File: src/rtl/fetch_pkg.sv
// Shared types for the fetch stage: FSM states, instruction width and queue entry layout.
package fetch_pkg;
  localparam int INSTR_W = 32;
  localparam int PC_W    = 5;

  typedef enum logic [1:0] {
    IDLE,
    WAIT,
    DROP
  } state_t;

  typedef struct packed {
    logic [PC_W-1:0]    pc;
    logic [INSTR_W-1:0] instr;
  } entry_t;
endpackage

File: src/rtl/instruction_fetch_unit_if.sv
// Fetch-stage bus: imem req/ack, branch redirect, and the valid/ready hand-off to decode.
interface instruction_fetch_unit_if #(
  parameter int PC_WIDTH = 5
);
  import fetch_pkg::*;

  logic                imem_req;
  logic [PC_WIDTH-1:0] imem_addr;
  logic                imem_ack;
  logic [INSTR_W-1:0]  imem_rdata;
  logic                redirect_valid;
  logic [PC_WIDTH-1:0] redirect_pc;
  logic                instr_valid;
  logic                instr_ready;
  logic [INSTR_W-1:0]  instr_data;
  logic [PC_WIDTH-1:0] instr_pc;

  modport master (
    output imem_req, imem_addr, instr_valid, instr_data, instr_pc,
    input  imem_ack, imem_rdata, redirect_valid, redirect_pc, instr_ready
  );

  modport slave (
    input  imem_req, imem_addr, instr_valid, instr_data, instr_pc,
    output imem_ack, imem_rdata, redirect_valid, redirect_pc, instr_ready
  );
endinterface

File: src/rtl/fetch_queue.sv
// DEPTH-entry synchronous FIFO of {pc, instr}; flush clears it and wins over push/pop.
module fetch_queue
  import fetch_pkg::*;
#(
  parameter int DEPTH = 2,
  parameter int CNT_W = $clog2(DEPTH) + 1
) (
  input  logic             clk,
  input  logic             reset,
  input  logic             i_push,
  input  entry_t           i_push_dat,
  input  logic             i_pop,
  input  logic             i_flush,
  output logic [CNT_W-1:0] o_count,
  output entry_t           o_head
);
  localparam int PTR_W = $clog2(DEPTH);

  entry_t             r_mem [DEPTH];
  logic [PTR_W-1:0]   r_wptr;
  logic [PTR_W-1:0]   r_rptr;
  logic [CNT_W-1:0]   r_count;

  // Pointers wrap naturally because DEPTH is a power of two.
  always_ff @(posedge clk) begin
    if (reset || i_flush) begin
      r_wptr  <= '0;
      r_rptr  <= '0;
      r_count <= '0;
    end else begin
      if (i_push) r_wptr <= r_wptr + PTR_W'(1);
      if (i_pop)  r_rptr <= r_rptr + PTR_W'(1);
      r_count <= r_count + CNT_W'(i_push) - CNT_W'(i_pop);
    end
  end

  always_ff @(posedge clk) begin
    if (i_push && !i_flush) r_mem[r_wptr] <= i_push_dat;
  end

  assign o_count = r_count;
  assign o_head  = r_mem[r_rptr];
endmodule

File: src/rtl/instruction_fetch_unit.sv
// Owns the PC, issues one-at-a-time imem fetches, queues returned words for decode,
// and on redirect flushes the queue and discards any stale in-flight response.
module instruction_fetch_unit
  import fetch_pkg::*;
#(
  parameter int                  PC_WIDTH = PC_W,
  parameter int                  DEPTH    = 2,
  parameter logic [PC_WIDTH-1:0] RESET_PC = '0
) (
  input logic                clk,
  input logic                reset,
  instruction_fetch_unit_if.master bus
);
  localparam int               CNT_W = $clog2(DEPTH) + 1;
  localparam logic [CNT_W-1:0] FULL  = CNT_W'(DEPTH);

  if (PC_WIDTH != PC_W) begin : g_pc_width_check
    $error("PC_WIDTH must match fetch_pkg::PC_W");
  end

  state_t              r_state;
  logic [PC_WIDTH-1:0] r_pc;
  logic [PC_WIDTH-1:0] r_addr;
  logic                r_req;

  logic [CNT_W-1:0]    w_count;
  logic [CNT_W-1:0]    w_after_pop;
  entry_t              w_head;
  logic                w_valid;
  logic                w_pop;
  logic                w_ack;
  logic                w_push;
  logic                w_space;
  logic                w_space_push;
  logic [PC_WIDTH-1:0] w_pc_inc;

  assign w_valid      = (w_count != '0);
  assign w_pop        = w_valid && bus.instr_ready;
  assign w_ack        = bus.imem_ack && r_req;
  assign w_push       = (r_state == WAIT) && w_ack && !bus.redirect_valid;
  assign w_after_pop  = w_count - CNT_W'(w_pop);
  assign w_space      = w_after_pop < FULL;
  assign w_space_push = (w_after_pop + CNT_W'(1)) < FULL;
  assign w_pc_inc     = r_pc + PC_WIDTH'(1);

  always_ff @(posedge clk) begin
    if (reset) begin
      r_state <= IDLE;
      r_pc    <= RESET_PC;
      r_addr  <= RESET_PC;
      r_req   <= 1'b0;
    end else if (bus.redirect_valid) begin
      r_pc <= bus.redirect_pc;
      // A request still in flight must complete before the target can be fetched.
      if (r_state == IDLE || w_ack) begin
        r_state <= WAIT;
        r_req   <= 1'b1;
        r_addr  <= bus.redirect_pc;
      end else begin
        r_state <= DROP;
      end
    end else begin
      case (r_state)
        IDLE: begin
          if (w_space) begin
            r_state <= WAIT;
            r_req   <= 1'b1;
            r_addr  <= r_pc;
          end
        end
        WAIT: begin
          if (w_ack) begin
            r_pc   <= w_pc_inc;
            r_addr <= w_pc_inc;
            if (!w_space_push) begin
              r_state <= IDLE;
              r_req   <= 1'b0;
            end
          end
        end
        DROP: begin
          if (w_ack) begin
            r_addr <= r_pc;
            if (w_space) begin
              r_state <= WAIT;
            end else begin
              r_state <= IDLE;
              r_req   <= 1'b0;
            end
          end
        end
        default: begin
          r_state <= IDLE;
          r_req   <= 1'b0;
        end
      endcase
    end
  end

  fetch_queue #(
    .DEPTH (DEPTH),
    .CNT_W (CNT_W)
  ) u_queue (
    .clk        (clk),
    .reset      (reset),
    .i_push     (w_push),
    .i_push_dat ('{pc: r_pc, instr: bus.imem_rdata}),
    .i_pop      (w_pop),
    .i_flush    (bus.redirect_valid),
    .o_count    (w_count),
    .o_head     (w_head)
  );

  assign bus.imem_req    = r_req;
  assign bus.imem_addr   = r_addr;
  assign bus.instr_valid = w_valid;
  assign bus.instr_data  = w_valid ? w_head.instr : '0;
  assign bus.instr_pc    = w_valid ? w_head.pc : '0;
endmodule
File: src/flat_wrapper.sv
// flat-port wrapper written by rule: the top's interface ports become plain ports
module instruction_fetch_unit_flat import fetch_pkg::*;
#(
  parameter int                  PC_WIDTH = PC_W,
  parameter int                  DEPTH    = 2,
  parameter logic [PC_WIDTH-1:0] RESET_PC = '0
)
  (clk, reset, bus_imem_req, bus_imem_addr, bus_instr_valid, bus_instr_data, bus_instr_pc, bus_imem_ack, bus_imem_rdata, bus_redirect_valid, bus_redirect_pc, bus_instr_ready);
  instruction_fetch_unit_if #(.PC_WIDTH(PC_WIDTH)) bus_i ();
  input logic clk;
  input logic reset;
  output wire logic [$bits(bus_i.imem_req)-1:0] bus_imem_req;
  output wire logic [$bits(bus_i.imem_addr)-1:0] bus_imem_addr;
  output wire logic [$bits(bus_i.instr_valid)-1:0] bus_instr_valid;
  output wire logic [$bits(bus_i.instr_data)-1:0] bus_instr_data;
  output wire logic [$bits(bus_i.instr_pc)-1:0] bus_instr_pc;
  input wire logic [$bits(bus_i.imem_ack)-1:0] bus_imem_ack;
  input wire logic [$bits(bus_i.imem_rdata)-1:0] bus_imem_rdata;
  input wire logic [$bits(bus_i.redirect_valid)-1:0] bus_redirect_valid;
  input wire logic [$bits(bus_i.redirect_pc)-1:0] bus_redirect_pc;
  input wire logic [$bits(bus_i.instr_ready)-1:0] bus_instr_ready;
  assign bus_imem_req = bus_i.imem_req;
  assign bus_imem_addr = bus_i.imem_addr;
  assign bus_instr_valid = bus_i.instr_valid;
  assign bus_instr_data = bus_i.instr_data;
  assign bus_instr_pc = bus_i.instr_pc;
  assign bus_i.imem_ack = bus_imem_ack;
  assign bus_i.imem_rdata = bus_imem_rdata;
  assign bus_i.redirect_valid = bus_redirect_valid;
  assign bus_i.redirect_pc = bus_redirect_pc;
  assign bus_i.instr_ready = bus_instr_ready;
  instruction_fetch_unit #(.PC_WIDTH(PC_WIDTH), .DEPTH(DEPTH), .RESET_PC(RESET_PC)) u_core (.clk(clk), .reset(reset), .bus(bus_i));
endmodule
File: config.mk
export PLATFORM = sky130hd
export DESIGN_NAME = instruction_fetch_unit_flat
export DESIGN_NICKNAME = d
export VERILOG_FILES = /design/src/rtl/fetch_pkg.sv /design/src/rtl/instruction_fetch_unit_if.sv /design/src/rtl/fetch_queue.sv /design/src/rtl/instruction_fetch_unit.sv /design/src/flat_wrapper.sv
export SDC_FILE = /design/constraint.sdc
export NUM_CORES = 1
export LEC_CHECK = 0
export BUFFER_PORTS_ARGS = -buffer_cell sky130_fd_sc_hd__buf_2
export CAP_MARGIN = 20
export CORE_AREA = 2 2 92 94
export CTS_BUF_LIST = sky130_fd_sc_hd__clkbuf_4 sky130_fd_sc_hd__clkbuf_8
export DETAILED_ROUTE_END_ITERATION = 12
export DIE_AREA = 0 0 94 96
export PLACE_DENSITY = 0.86
export SETUP_SLACK_MARGIN = 0.5
export SYNTH_ARGS = -nofsm -noshare
export SYNTH_HDL_FRONTEND = slang
export SYNTH_SLANG_ARGS = --single-unit
File: constraint.sdc
create_clock -name clk -period 4.9 [get_ports clk]
set_clock_uncertainty 0.15 [all_clocks]
set_input_delay 1.47 -clock clk [delete_from_list [all_inputs] [get_ports clk]]
set_output_delay 1.47 -clock clk [all_outputs]
set_load 0.005 [all_outputs]
# After elaboration in Yosys (flattened, before gate mapping)
# Memory sizes are Yosys's and may differ from the RTL's. A register that Yosys moved wholly into a read port is not among the register bits.
# Cells that the tools add are included.
[totals]
ff_bits = 17
ramBits = 74
inputBits = 42
output_inout_bits = 44
wordCells = 72
memories = 1
[classes]
addsub = 7
order_cmp = 2
n_eq_ne = 8
muxes = 30
n_reduce_logical = 17
[memory_table]
columns = ["memory", "depth", "word_bits", "read_ports", "rd_ports_with_merged_regs", "write_ports", "line_no", "rtl"]
rows = [
  ["u_core.u_queue.r_mem", 2, 37, 1, 1, 1, "fetch_queue.sv:19", "entry_t r_mem [DEPTH];"],
]
[ops]
columns = ["operator", "n"]
rows = [
  ["5-bit two-way mux", 8],
  ["32-bit two-way mux", 1],
  ["5-bit one-hot mux with 3 select lines", 1],
  ["1-bit two-way mux", 12],
  ["2-bit two-way mux", 6],
  ["3-bit by 2-bit inequality test with 1-bit output, second input constant", 3],
  ["3-bit inequality test, second input constant", 2],
  ["2-bit one-hot mux with 3 select lines", 1],
  ["6-bit AND reduction", 1],
  ["2-bit nonzero test", 3],
  ["5-bit by 1-bit adder with 5-bit output, second input constant", 1],
  ["1-bit logical AND", 5],
  ["5-bit AND reduction", 1],
  ["2-bit less-than comparator, second input constant", 2],
  ["4-bit AND reduction", 1],
  ["4-bit nonzero test", 1],
  ["2-bit by 1-bit subtractor with 2-bit output", 2],
  ["1-bit one-hot mux with 3 select lines", 1],
  ["1-bit adder, second input constant", 2],
  ["2-bit by 1-bit adder with 2-bit output", 1],
  ["2-bit by 1-bit adder with 2-bit output, second input constant", 1],
  ["2-bit by 1-bit == test with 1-bit output, second input constant", 1],
  ["2-bit == test, second input constant", 1],
  ["2-bit logical NOT", 1],
  ["other kinds (4)", 5],
]

# Logic depth before layout (Yosys ltp)
[depth]
depth_word = 9
ltp_mapped = 6
depth_no_buf = 5

# Hierarchy
# Synthesis repeated with hierarchy kept, for this count alone.
[unflattened]
hier_cells = 278
area_unflattened_um2 = 4142.7
[by_module_without_submodules]
columns = ["mod", "n_inst", "cells_per_inst", "area_per_inst_um2", "seq_area_each_um2"]
rows = [
  ["fetch_queue", 1, 134, 3039.2, 2322.2],
  ["instruction_fetch_unit", 1, 144, 1103.6, 260.2],
]

# Worst setup path after synthesis
# No wires, ideal clock.
[synth_timing]
path_kind = "input-to-reg"
startpoint = "input bus_redirect_valid"
endpoint = "memory u_core.u_queue.r_mem[0][0] (netlist bit), enable pin"
arrival_time_ps = 4442
setup_slack_ps = -169
stages = 3
path_buffers = 2
cell_sequence = "buf_2 buf_1 nor3_1"
[synth_via]
elab_chain_len = 5
[synth_lines]
columns = ["item", "line_no", "rtl"]
rows = [
  ["from (decl)", "flat_wrapper.sv:19", "input wire logic [$bits(bus_i.redirect_valid)-1:0] bus_redirect_valid;"],
  ["1-bit logical NOT (*)", "fetch_queue.sv:38, instruction_fetch_unit.sv:40", ""],
  ["1-bit logical AND", "instruction_fetch_unit.sv:40", "assign w_push = (r_state == WAIT) && w_ack && !bus.redirect_valid;"],
  ["1-bit logical AND (*)", "fetch_queue.sv:38", "if (i_push && !i_flush) r_mem[r_wptr] <= i_push_dat;"],
  ["1-bit two-way mux (*)", "fetch_queue.sv:38", ""],
  ["1-bit two-way mux (not written as such) (*)", "fetch_queue.sv:38", ""],
  ["to (decl)", "fetch_queue.sv:19", ""],
]
# Every way passes the cells marked *; elsewhere a longest branch is shown, timed or not.

# Worst setup path in the final report
[layout_timing]
startpoint = "register u_core.u_queue.r_count[1], in the netlist u_core.u_queue.o_count[1]"
endpoint = "output bus_instr_valid"
[layout_via]
elab_chain_len = 1
[layout_lines]
columns = ["item", "line_no", "rtl"]
rows = [
  ["from (decl)", "fetch_queue.sv:22", "logic [CNT_W-1:0] r_count;"],
  ["from (signal assigned)", "fetch_queue.sv:33", "r_count <= r_count + CNT_W'(i_push) - CNT_W'(i_pop);"],
  ["2-bit nonzero test", "instruction_fetch_unit.sv:37", "assign w_valid = (w_count != '0);"],
  ["to (decl)", "flat_wrapper.sv:14", "output wire logic [$bits(bus_i.instr_valid)-1:0] bus_instr_valid;"],
]
# No other way between the ends.

==> metrics <==
Cell Chain, Critical Path nor2_4, inv_1, buf_2; EDFF count, synth 74; Power Dens Cells roughly 320 nW/um2; largest net degree at the start of global routing 39; post-route insts no fill about 480; antenna viol nets, final 0; WP data required 3.28 ns; vias per cell 4.985; TritonRoute pass-1 iters 4; die height roughly 96 um; DIE AREA ~9000 um2; Leakage 0.001745 uW; mean post-synth cell area 13.73 um2; Max Fclk 295.7 MHz; Post-Layout Inst Area roughly 4600 um2; io pins between 80 and 90; CP Capture Type primary output; Bufs and invs on worst path 2; CTS tree yes; clk sinks 92; post-CTS sizing 0; Initial Util 0.4827; Crit path max-delay family simple AND/OR/NAND/NOR gates; share of flip-flops with an asynchronous set or reset 0; Worst setup SP type register; initial antenna violation count 0; Post-synth top flop edfxtp_1; cts hold-fix bufs 0; die width between 90 and 100 um; max-cap viol count 0; YS warnings 0; Layout Nets 410; global-route wire length before repair 10880 um; Synth area leader edfxtp_1; Routability Congestion just under 0.8; Slowest cell on crit path nor2_4; total gr overflow 0; WS Path Type reg2out; setup bufs post-CTS 0; Crit path largest cell delay 0.67 ns; Setup Slack @ Placement 1.530 ns; drt initial violations 76; distinct cell type count after synthesis between 40 and 50; post-synthesis sequential area ratio 0.6645; status complete, no violations; Hold Path Class reg2reg; Residual DRC 0; share of the synthesized area in the top cell type 0.5718; Post-DP HPWL roughly 4600 um; Arr. time, crit path 1.76 ns; final hold vios 0; Mapped Cells ~280; PortBufs 85; final WL between 6000 and 7000 um; CTS buffer count 9; Final WS setup approximately 1.5 ns; Root Driver clkbuf_8; Mapped Nets 327; crit-path max FO 38; post-DR wirelength/cell roughly 14 um; post-layout min period ~3.4 ns; Area after DPL around 4400 um2; synthesis-to-finish area growth 18.42%; Reg clk slew, reported paths approximately 0.08 ns; Core Area roughly 8000 um2; Clock Path Buffers 2; FP Rows 33; cell total after placement about 460; Peak supply drop about 0.14 mV; H-tree levels 3; layout cells sized above 1 0.3162; Worst Max-Slew Pin Slew approximately 0.86 ns; mapped cell area 3886 um2; Final setup viols 0; gr usage total 0.1599; final worst-path cycle share 0.6902; Slew headroom 0.4262; Worst-Skew Late Latency 0.35 ns; number of synthesized register bits 92; TNS Setup 0 ns; unrepaired setup endpoints after global routing no; routed via count between 2k and 2.5k; number of global-route vias before repair around 2.3k; top post-synthesis cells by area edfxtp_1 57%, mux2i_1 11%, dfxtp_1 9.3%, nor2_1 4.1%, nor3_1 1.4%; max-slew violation count 0; Ant. Diodes 0
power breakdown:
| group | leakage, uW | total, uW | switching [uW] | internal (uW) |
|---|---|---|---|---|
| logic | 0.000832 | 92.2 | 49.0 | 43.2 |
| clock network | 0.0000963 | 500 | 262 | 238 |
| registers | 0.000817 | 875 | 15.8 | 859 |
final timing paths:
kind         cells after the start                         end  slack, ns                       from
max                              3             bus_instr_valid       1.52  u_core.u_queue.o_count[1]
min                              2     u_core.bus.imem_addr[1]       0.33    u_core.bus.imem_addr[1]
max reg2reg                      3  u_core.u_queue.r_mem[1][9]       2.54          u_core.r_state[0]
min reg2reg                      2     u_core.bus.imem_addr[1]       0.33    u_core.bus.imem_addr[1]
cell usage in the layout (no fill, tap or decap), types with 6 or more instances in the layout:
cell / n
dfxtp_1: 17
nor3_1: 10
a21oi_1: 7
mux2i_1: 41
nor2_1: 41
o21a_1: 7
clkbuf_8: 9
buf_2: 85
edfxtp_1: 74
inv_1: 10
nand2b_1: 6
xor2_1: 6
sequential cells by signal, indices dropped and copies added (netlist names), named ones only:
register / cells
u_core.u_queue.o_count: 2
u_core.u_queue.r_wptr: 1
u_core.bus.imem_req: 1
u_core.r_state: 2
u_core.r_pc: 5
u_core.u_queue.r_mem: 74
u_core.bus.imem_addr: 5
u_core.u_queue.r_rptr: 1
layout make-up:
| type | instances | area (um2) |
|---|---|---|
| inverter | 10 | 37.54 |
| tap | 105 | 131.4 |
| clock buffer | 9 | 123.9 |
| multi-input combinational | 166 | 1200 |
| fill | 661 | 3450 |
| timing repair buffer | 87 | 452.9 |
| clock inverter | 6 | 72.57 |
| sequential | 92 | 2584 |
per-stage QoR:
stage | utilization | total power, uW | hold WS, ns
finish | 0.5716 | 1467 | 0.3294
global route | 0.5716 | 1521 | 0.3630
CTS | 0.5691 | 1483 | 0.3347
detailed placement | 0.5447 | 986.1 | 0.3206
global placement | 0.5447 | 980.6 | 0.3154
floorplan | - | 948.6 | 0.3191
worst register-to-register path, cell delays in order (launching register included):
cell      delay, ns
dfxtp_1        0.60
nand4b_4       0.27
nor2_1         0.21
and2_2         0.75
cells in the mapped netlist, drive strengths merged, types with 2 or more instances:
cell type / number
edfxtp: 74
nor2: 43
mux2i: 41
dfxtp: 18
buf: 14
nor3: 11
inv: 10
o21ai: 8
a21oi: 7
o21a: 7
nand2b: 6
nand3: 6
xor2: 6
nand2: 5
xnor2: 4
nor2b: 3
a311o: 2
and2: 2
ha: 2
mux2: 2
nand4: 2
metal layers:
| metal | global-route usage | wire, um | vias up |
|---|---|---|---|
| met4 | 0.06643 | 119 | 0 |
| met1 | 0.1975 | 2927 | 1101 |
| met3 | 0.03837 | 340 | 11 |
| met2 | 0.2714 | 3490 | 66 |
| met5 | 0 | 0 | - |
| li1 | - | - | 1190 |
cells by family (layout without fill, tap and decap cells):
family | Yosys count | count (layout) | synth area share
simple gates | 82 | 82 | 0.1091
flops | 92 | 92 | 0.6645
xor+xnor | 10 | 10 | 0.02254
mux | 43 | 43 | 0.1124
fa+ha+maj | 2 | 2 | 0.006438
compound gates | 29 | 29 | 0.05312
buf+inv | 25 | 112 | 0.03187
Note: power is estimated with default switching activity, not from simulation.
